`config.mk`:
```
export PLATFORM = sky130hd
export DESIGN_NAME = uart_rx
export DESIGN_NICKNAME = d
export VERILOG_FILES = /design/src/rtl/uart_rx.sv
export SDC_FILE = /design/constraint.sdc
export NUM_CORES = 1
export LEC_CHECK = 0
export BUFFER_PORTS_ARGS = -buffer_cell sky130_fd_sc_hd__buf_2
export CAP_MARGIN = 0
export CORE_ASPECT_RATIO = 0.5
export CORE_MARGIN = 2
export CORE_UTILIZATION = 44
export DETAILED_ROUTE_END_ITERATION = 8
export PLACE_DENSITY_LB_ADDON = 0.2
export SYNTH_ARGS = -nofsm -noshare
export SYNTH_HDL_FRONTEND = slang
export SYNTH_SLANG_ARGS = --single-unit
```
`constraint.sdc`:
```
create_clock -name clk -period 3.15 [get_ports clk]
set_input_delay 0.63 -clock clk [delete_from_list [all_inputs] [get_ports clk]]
set_output_delay 0.63 -clock clk [all_outputs]
set_load 0.02 [all_outputs]
```
`src/rtl/uart_rx.sv`:
```
// 8N1 serial receiver with 16x oversampling, sticky error flags and a receive buffer.
// Define RX_FIFO_EN for a 2^FIFO_AW-deep FIFO; otherwise a single holding register is used.
module uart_rx #(
    parameter int OVS_DIV = 26,
    parameter int FIFO_AW = 4
) (
    input  logic       clk,
    input  logic       reset,
    input  logic       rx,
    input  logic       rd,
    input  logic       clr_err,
    output logic [7:0] rdata,
    output logic       rvalid,
    output logic       fifo_full,
    output logic       overrun,
    output logic       framing_err,
    output logic       rx_busy
);

    typedef enum logic [2:0] {
        S_IDLE    = 3'd0,
        S_START   = 3'd1,
        S_DATA    = 3'd2,
        S_STOP    = 3'd3,
        S_WAIT_HI = 3'd4
    } state_t;

    localparam int PW = (OVS_DIV > 1) ? $clog2(OVS_DIV) : 1;
    localparam logic [PW-1:0] PRESC_MAX = PW'(OVS_DIV - 1);

    logic          sync1_r, sync2_r, rx_s;
    logic [PW-1:0] presc_r;
    logic          tick_s, presc_clr_s;
    state_t        state_r, state_nx_s;
    logic [3:0]    tick_cnt_r, tick_cnt_nx_s;
    logic [2:0]    bit_cnt_r, bit_cnt_nx_s;
    logic [7:0]    shift_r, shift_nx_s;
    logic          push_s, ferr_set_s, busy_r;
    logic          pop_s, push_ok_s, ovr_set_s;
    logic          overrun_r, framing_err_r;

    assign rx_s   = sync2_r;
    assign tick_s = (presc_r == PRESC_MAX);

    // Two-flop synchronizer for the asynchronous rx pin (idles high)
    always_ff @(posedge clk or negedge reset) begin
        if (!reset) begin
            sync1_r <= 1'b1;
            sync2_r <= 1'b1;
        end else begin
            sync1_r <= rx;
            sync2_r <= sync1_r;
        end
    end

    // Oversample prescaler, realigned to each detected start edge
    always_ff @(posedge clk or negedge reset) begin
        if (!reset) begin
            presc_r <= '0;
        end else if (presc_clr_s || tick_s) begin
            presc_r <= '0;
        end else begin
            presc_r <= presc_r + PW'(1);
        end
    end

    // Receiver next-state and datapath decode
    always_comb begin
        state_nx_s    = state_r;
        tick_cnt_nx_s = tick_cnt_r;
        bit_cnt_nx_s  = bit_cnt_r;
        shift_nx_s    = shift_r;
        push_s        = 1'b0;
        ferr_set_s    = 1'b0;
        presc_clr_s   = 1'b0;
        case (state_r)
            S_IDLE: begin
                if (!rx_s) begin
                    presc_clr_s   = 1'b1;
                    tick_cnt_nx_s = 4'd0;
                    state_nx_s    = S_START;
                end else begin
                    state_nx_s = S_IDLE;
                end
            end
            S_START: begin
                // Mid-bit check of the start bit rejects glitches
                if (tick_s && (tick_cnt_r == 4'd7)) begin
                    tick_cnt_nx_s = 4'd0;
                    bit_cnt_nx_s  = 3'd0;
                    state_nx_s    = rx_s ? S_IDLE : S_DATA;
                end else if (tick_s) begin
                    tick_cnt_nx_s = tick_cnt_r + 4'd1;
                end else begin
                    tick_cnt_nx_s = tick_cnt_r;
                end
            end
            S_DATA: begin
                if (tick_s && (tick_cnt_r == 4'd15)) begin
                    tick_cnt_nx_s = 4'd0;
                    shift_nx_s    = {rx_s, shift_r[7:1]};
                    bit_cnt_nx_s  = bit_cnt_r + 3'd1;
                    state_nx_s    = (bit_cnt_r == 3'd7) ? S_STOP : S_DATA;
                end else if (tick_s) begin
                    tick_cnt_nx_s = tick_cnt_r + 4'd1;
                end else begin
                    tick_cnt_nx_s = tick_cnt_r;
                end
            end
            S_STOP: begin
                if (tick_s && (tick_cnt_r == 4'd15)) begin
                    tick_cnt_nx_s = 4'd0;
                    push_s        = rx_s;
                    ferr_set_s    = !rx_s;
                    state_nx_s    = rx_s ? S_IDLE : S_WAIT_HI;
                end else if (tick_s) begin
                    tick_cnt_nx_s = tick_cnt_r + 4'd1;
                end else begin
                    tick_cnt_nx_s = tick_cnt_r;
                end
            end
            S_WAIT_HI: begin
                if (rx_s) begin
                    state_nx_s = S_IDLE;
                end else begin
                    state_nx_s = S_WAIT_HI;
                end
            end
            default: begin
                state_nx_s = S_IDLE;
            end
        endcase
    end

    // Receiver state register
    always_ff @(posedge clk or negedge reset) begin
        if (!reset) begin
            state_r    <= S_IDLE;
            tick_cnt_r <= 4'd0;
            bit_cnt_r  <= 3'd0;
            shift_r    <= 8'h00;
            busy_r     <= 1'b0;
        end else begin
            state_r    <= state_nx_s;
            tick_cnt_r <= tick_cnt_nx_s;
            bit_cnt_r  <= bit_cnt_nx_s;
            shift_r    <= shift_nx_s;
            busy_r     <= (state_nx_s != S_IDLE);
        end
    end

`ifdef RX_FIFO_EN
    localparam int DEPTH = 1 << FIFO_AW;

    logic [7:0]     mem_r [DEPTH];
    logic [FIFO_AW:0] wr_ptr_r, rd_ptr_r;
    logic           empty_s, full_s;

    assign empty_s   = (wr_ptr_r == rd_ptr_r);
    assign full_s    = (wr_ptr_r[FIFO_AW] != rd_ptr_r[FIFO_AW]) &&
                       (wr_ptr_r[FIFO_AW-1:0] == rd_ptr_r[FIFO_AW-1:0]);
    assign pop_s     = rd && !empty_s;
    assign push_ok_s = push_s && (!full_s || pop_s);
    assign ovr_set_s = push_s && full_s && !pop_s;

    // Circular buffer storage and pointers
    always_ff @(posedge clk or negedge reset) begin
        if (!reset) begin
            wr_ptr_r <= '0;
            rd_ptr_r <= '0;
            for (int i = 0; i < DEPTH; i++) begin
                mem_r[i] <= 8'h00;
            end
        end else begin
            if (push_ok_s) begin
                mem_r[wr_ptr_r[FIFO_AW-1:0]] <= shift_r;
                wr_ptr_r <= wr_ptr_r + {{FIFO_AW{1'b0}}, 1'b1};
            end else begin
                wr_ptr_r <= wr_ptr_r;
            end
            if (pop_s) begin
                rd_ptr_r <= rd_ptr_r + {{FIFO_AW{1'b0}}, 1'b1};
            end else begin
                rd_ptr_r <= rd_ptr_r;
            end
        end
    end

    assign rdata     = mem_r[rd_ptr_r[FIFO_AW-1:0]];
    assign rvalid    = !empty_s;
    assign fifo_full = full_s;
`else
    logic [7:0] hold_r;
    logic       valid_r;
    logic       unused_cfg_s;

    assign unused_cfg_s = (FIFO_AW > 0);
    assign pop_s        = rd && valid_r;
    assign push_ok_s    = push_s && (!valid_r || pop_s);
    assign ovr_set_s    = push_s && valid_r && !pop_s;

    // Single-entry holding register
    always_ff @(posedge clk or negedge reset) begin
        if (!reset) begin
            hold_r  <= 8'h00;
            valid_r <= 1'b0;
        end else if (push_ok_s) begin
            hold_r  <= shift_r;
            valid_r <= 1'b1;
        end else if (pop_s) begin
            valid_r <= 1'b0;
        end else begin
            valid_r <= valid_r;
        end
    end

    assign rdata     = hold_r;
    assign rvalid    = valid_r;
    assign fifo_full = valid_r;
`endif

    // Sticky error flags; a new event beats a simultaneous clear
    always_ff @(posedge clk or negedge reset) begin
        if (!reset) begin
            overrun_r     <= 1'b0;
            framing_err_r <= 1'b0;
        end else begin
            overrun_r     <= ovr_set_s  || (overrun_r && !clr_err);
            framing_err_r <= ferr_set_s || (framing_err_r && !clr_err);
        end
    end

    assign overrun     = overrun_r;
    assign framing_err = framing_err_r;
    assign rx_busy     = busy_r;

endmodule

```
==> results of run 1 <==
Yosys cell counts (all sizes together):
cell     number
a2111oi       1
a211oi        1
a21o          1
a21oi         5
a221oi        2
a22o          2
a31oi         1
and2          1
and3          1
and3b         1
and4b         1
buf           5
clkbuf        3
dfrtp        35
dfstp         2
ha            5
inv           5
mux2         17
mux2i         1
nand2         4
nand2b        1
nand3         5
nand3b        1
nand4         1
nand4b        1
nor2         14
nor2b         1
nor3          2
o21ai         1
o22ai         3
o31ai         1
o41ai         1
or3           6
xnor2         3
xor2          2
report_power, final:
part,internal (W),switching [W]
Combinational,0.00000207,0.00000938
Clock,0.000237,0.000170
Sequential,0.000477,0.00000204
metrics by stage:
step	setup slack (ns)	hold slack [ns]	instances	instance area (sq um)	total power, W
global route	0.937	0.368	205	1890	0.000939
finish	1.05	0.359	205	1890	0.000898
detailed placement	1.06	0.350	197	1780	0.000501
CTS	1.05	0.361	205	1890	0.000910
floorplan	1.31	0.334	137	1670	0.000488
global placement	1.12	0.348	197	1780	0.000501
layer usage:
layer	wire length, microns	vias up
li1	-	515
met1	1340	528
met5	0	-
met4	39	0
met2	1190	23
met3	118	4
logic make-up (layout without fill, tap and decap cells):
kind of cell    after synthesis  in the layout  share of synthesized area [%]
simple gates                 40             40                           13.0
fa+ha+maj                     5              5                           3.74
xor+xnor                      5              5                           2.62
mux                          18             18                           13.6
compound gates               19             19                           7.77
flops                        37             37                           55.5
buf+inv                      13             30                           3.81
state kept, by name, indices dropped and copies added (netlist names), 3 cells and up:
| register | flops |
|---|---|
| tick_cnt_r | 4 |
| presc_r | 5 |
| state_r | 3 |
| shift_r | 8 |
| bit_cnt_r | 3 |
| rdata | 8 |
final cells by class:
class,instances,area [sq um],area share (%)
clock buffer,5,68.8,3.64
multi-input combinational,87,682,36.0
inverter,5,18.8,0.991
tap,51,63.8,3.37
clock inverter,3,46.3,2.45
sequential,37,928,49.0
timing repair buffer,17,85.1,4.49
worst max-delay path, cell delays in order, from the launching register on:
cell      delay [ns]
dfrtp_1         0.40
inv_1           0.06
ha_1            0.17
nand4b_2        0.22
nor3_1          0.31
and3_1          0.44
mux2_2          0.38
worst max-delay path by stage:
stage	slack [ns]	to	start	cells after the start
after CTS	1.05	rdata[7]	presc_r[1]	6
final	1.05	rdata[7]	presc_r[1]	6
after global routing	0.94	rdata[0]	presc_r[1]	6
after global placement	1.12	shift_r[2]	presc_r[1]	6
after detailed placement	1.06	rdata[3]	presc_r[1]	6
after floorplan	1.31	shift_r[0]	presc_r[1]	7
==> impl_results.md, run 1 <==
- Status: finished, final reports clean
- IO buf count: 17
- Cells after synthesis: 137
- Crit path kind: flip-flop to flip-flop
- Half-perimeter wire length after placement: 1810 microns
- Fillers: 318
- Final TNS setup: 0 ns
- Clock H-tree levels: 2
- Met2 usage in global routing: 22.2%
- Highest attainable clock frequency: 477 MHz
- Synth top area share: 52.3%
- Cell area after technology mapping: 0.00167 sq mm
- Num CTS Buffers: 5
- Critical R2R Capture: rdata[7]
- Maximum fanout along the worst path: 9
- Crit start category: flip-flop
- Worst-Margin Slew: 0.867 ns
- Crit Reg-Reg Startpoint: presc_r[1]
- Post-CTS Repair Setup Buffers: 0
- Diodes inserted: 0
- Hold Violations, Final: 0
- Met3 routing resource usage after global routing: 5.20%
- Critical Path Sink Type: flip-flop
- Top Usage Layer GRT: met2
- Layout-stage area growth over the synthesis result: 13.1%
- Cell count of the worst reg-to-reg path: 6
- Hold-critical path depth: 0
- Commonest cells after routing, fill and taps aside: dfrtp_1, buf_2, nor2_1, mux2_2, mux2_4
- Clock tree root buffer cell: clkbuf_8
- CTS clock-pin slew for the worst setup and hold paths: 0.07 ns
- Endpoint of the worst hold-timing path: rx_s
- RD Place Congestion: 0.827
- Worst supply voltage drop on vdd: 185 uV
- DRC violation count after routing: 0
- Site row count: 15
- Via-per-instance ratio: 5.22
- Vias post-DR: 1,070
- Number of nets in the layout: 163
- Start point of the worst min-delay path: sync1_r
- Routing usage on met1: 17.8%
- Max-cap violation count: 0
- Net Count, Synth: 147
- Num Clock Sinks: 37
- Final max-slew violation count: 0
- DRC violation total after the first TritonRoute iteration: 54
- Arrival time of data at the critical path endpoint: 2.27 ns
- Required time at the endpoint of the critical path: 3.32 ns
- P per Cell Area: 474 mW/mm^2
- Average detailed-routed wire length per instance: 13.1 microns
- Area of the core: 0.00353 sq mm
- R2R Setup Slk: 1.05 ns
- Clock latency at the later pin of the worst-skew pair: 0.28 ns
- Count of synthesis-stage warnings from yosys: 0
- Routed wire length: 2680 microns
- Top-level port count: 18
- Sequential-to-total area share from yosys stat: 55.5%
- Largest net degree at the start of global routing: 38
- Hold-fix buffer count after cts: 0
- Synth unique cells: 39
- Flip-flop and latch count after synthesis: 37
- Class of the worst hold path: flip-flop to flip-flop
- Overall Global Routing Usage: 14.0%
- Leak: 0.909 nW
- Unrepaired setup endpoints after global routing: false
- Final Cycle Share: 66.6%
- First-pass DRT Iterations: 4
- Die outline area: 0.00434 sq mm
- Top cell type by total area after synthesis: dfrtp_1
- Initial core utilization: 47.4%
- Clock tree from TritonCTS: yes
- Width of the die: 91.2 microns
- Remaining global-route overflow: 0
- Number of global-route vias before repair: 999
- Slew headroom: 41.4%
- Layout cell share with drive strength beyond 1: 29.9%
- Global-route wire length before repair: 4510 microns
- Count of endpoints failing setup in the final report: 0
- Worst setup skew after layout: 0.00180 ns
- Average footprint of a synthesized cell: 12.2 sq um
- Resized Gates After CTS: 0
- Area contributors post-synth: dfrtp_1, mux2_2, mux2_4
- DRT antenna net count: 0
- Final Critical Period: 2.10 ns
- Initial antenna violation count: 0
- Clock tree buffer depth: 2
- Die Height: 47.6 microns
- Commonest non-fill, non-tap cell in the layout: dfrtp_1
- Final core utilization: 53.7%
No activity file was read; power rests on OpenSTA's default activity.
==> inputs of run 2 (changes only) <==
==> constraint.sdc (replaced) <==
create_clock -name clk -period 2 [get_ports clk]
set_input_delay 0.4 -clock clk [delete_from_list [all_inputs] [get_ports clk]]
set_output_delay 0.4 -clock clk [all_outputs]
set_load 0.02 [all_outputs]
==> run 2 against run 1 <==
Sequential share of layout area fell by 2.8 points. Die area is the same. First-iteration DRC count down 11%. Register-to-register slack worse by 0.93 ns. Non-clock buffer count is 11 higher. Combinational power is 72% higher. Final area is 6.1% higher. Clock power rose by 67%. Critical path depth is the same. Maximum frequency is 11% higher. Critical endpoint is now shift_r[1]. Routed wire length is 7.0% higher.
==> impl_results.md, run 2 (synthesis gave the netlist of run 1 again) <==
- Initial antenna violation count: 0
- Crit Reg-Reg Startpoint: presc_r[1]
- Critical R2R Capture: shift_r[1]
- Num Clock Sinks: 37
- Status: finished, final reports clean
- Final TNS setup: 0 ns
- DRC violation count after routing: 0
- Required time at the endpoint of the critical path: 2.18 ns
- Clock latency at the later pin of the worst-skew pair: 0.29 ns
- Crit start category: flip-flop
- Routed wire length: 2870 microns
- Clock H-tree levels: 2
- Initial core utilization: 47.4%
- Vias post-DR: 1,104
- Number of nets in the layout: 174
- Layout-stage area growth over the synthesis result: 20.0%
- Layout cell share with drive strength beyond 1: 36.4%
- Clock tree buffer depth: 2
- P per Cell Area: 724 mW/mm^2
- Sequential cell fraction of total power: 51.9%
- Die Height: 47.6 microns
- Class of the worst hold path: input port to asynchronous set/reset pin
- Num CTS Buffers: 5
- Maximum fanout along the worst path: 7
- Clock network power share: 46.8%
- Dpl cells: 208
- Final Cycle Share: 94.2%
- Top-level port count: 18
- Critical Path Sink Type: flip-flop
- DRC violation total after the first TritonRoute iteration: 48
- CTS clock-pin slew for the worst setup and hold paths: 0.07 ns
- Fillers: 319
- Max-cap violation count: 0
- Final max-slew violation count: 0
- IO buf count: 17
- Cell-internal power: 0.00116 W
- R2R Setup Slk: 0.12 ns
- Sequential cell area: 928 sq um
- Count of endpoints failing setup in the final report: 0
- Width of the die: 91.2 microns
- Via-per-instance ratio: 5.11
- Remaining global-route overflow: 0
- Half-perimeter wire length after placement: 1960 microns
- Final Critical Period: 1.88 ns
- Die outline area: 0.00434 sq mm
- Clock tree root buffer cell: clkbuf_8
- Hold Violations, Final: 0
- Arrival time of data at the critical path endpoint: 2.06 ns
- Global-route wire length before repair: 5050 microns
- Area of the core: 0.00353 sq mm
- Worst-Margin Slew: 0.909 ns
- Slew headroom: 38.6%
- Commonest cells after routing, fill and taps aside: dfrtp_1, buf_2, nor2_1, mux2_2, buf_4
- Largest net degree at the start of global routing: 38
- Highest attainable clock frequency: 531 MHz
- Footprint of the multi-input gates: 698 sq um
- RD Place Congestion: 0.835
- Clock tree from TritonCTS: yes
- Hold-fix buffer count after cts: 0
- Post-CTS Repair Setup Buffers: 0
- Site row count: 15
- DRT antenna net count: 0
- Logic pwr share: 1.4%
- Power dissipated by switching net loads: 0.000293 W
- First-pass DRT Iterations: 4
- Unrepaired setup endpoints after global routing: false
- Leak: 0.972 nW
- Worst setup skew after layout: 0.00625 ns
- Final Non-Filler Cells: 216
- Diodes inserted: 0
- Cell count of the worst reg-to-reg path: 6
- Commonest non-fill, non-tap cell in the layout: dfrtp_1
- Share of total power consumed by net switching: 20.2%
- Number of global-route vias before repair: 1,068
- Crit path kind: flip-flop to flip-flop
- Worst supply voltage drop on vdd: 307 uV
- Overall Global Routing Usage: 15.8%
- Average detailed-routed wire length per instance: 13.3 microns
-- run 2: power by group through the flow --
stage,registers (W),logic [W],clock network (W)
6_report,0.000755,0.0000196,0.000680
4_1_cts,0.000754,0.0000212,0.000696
3_5_place_dp,0.000769,0.0000214,0
2_1_floorplan,0.000767,0.00000283,0
5_1_grt,0.000755,0.0000242,0.000731
3_3_place_gp,0.000769,0.0000206,0
-- run 2: timing repair --
item	in CTS	in global routing
setup endpoints to repair	7	9
gates cloned	0	0
gates resized for setup	1	2
-- run 2: layer usage --
layer  part of all wire [%]  routed length, microns  GRT usage [%]
met5                      0                       0              0
met4                   0.49                      14           8.18
met3                    3.3                      96           5.67
met2                     45                    1290           24.6
met1                     51                    1460           20.2
-- run 2: worst max-delay path by stage --
stage | start | endpoint | slack [ns]
2_1_floorplan | presc_r[1] | shift_r[0] | 0.16
3_3_place_gp | presc_r[1] | shift_r[4] | 0.04
3_5_place_dp | presc_r[1] | shift_r[1] | 0.004
4_1_cts | presc_r[1] | rdata[1] | 0.1
5_1_grt | presc_r[1] | rdata[2] | 0.007
6_report | presc_r[1] | shift_r[1] | 0.12
-- run 2: per-stage QoR --
step	setup WS, ns	hold WS (ns)	instance area, sq um	power, W	util (%)
6_report	0.117	0.145	2010	0.00145	57.0
5_1_grt	0.00724	0.192	2010	0.00151	57.0
4_1_cts	0.0961	0.157	2000	0.00147	56.6
3_5_place_dp	0.00390	0.350	1870	0.000791	53.1
3_3_place_gp	0.0410	0.346	1870	0.000790	53.1
2_1_floorplan	0.158	0.104	1670	0.000769	-
-- run 2: layout make-up --
class,count,area share [%]
clock inverters,2,1.87
multi-input cells,87,34.7
well taps,51,3.18
repair buffers,28,8.97
flip-flops and latches,37,46.2
clock buffers,6,4.11
inverters,5,0.934
-- run 2: critical path, cell delays in order, from the launching register on --
cell,delay (ns)
dfrtp_1,0.38
inv_1,0.06
ha_1,0.17
and4b_1,0.29
nand3_2,0.11
or3_4,0.46
mux2_4,0.32
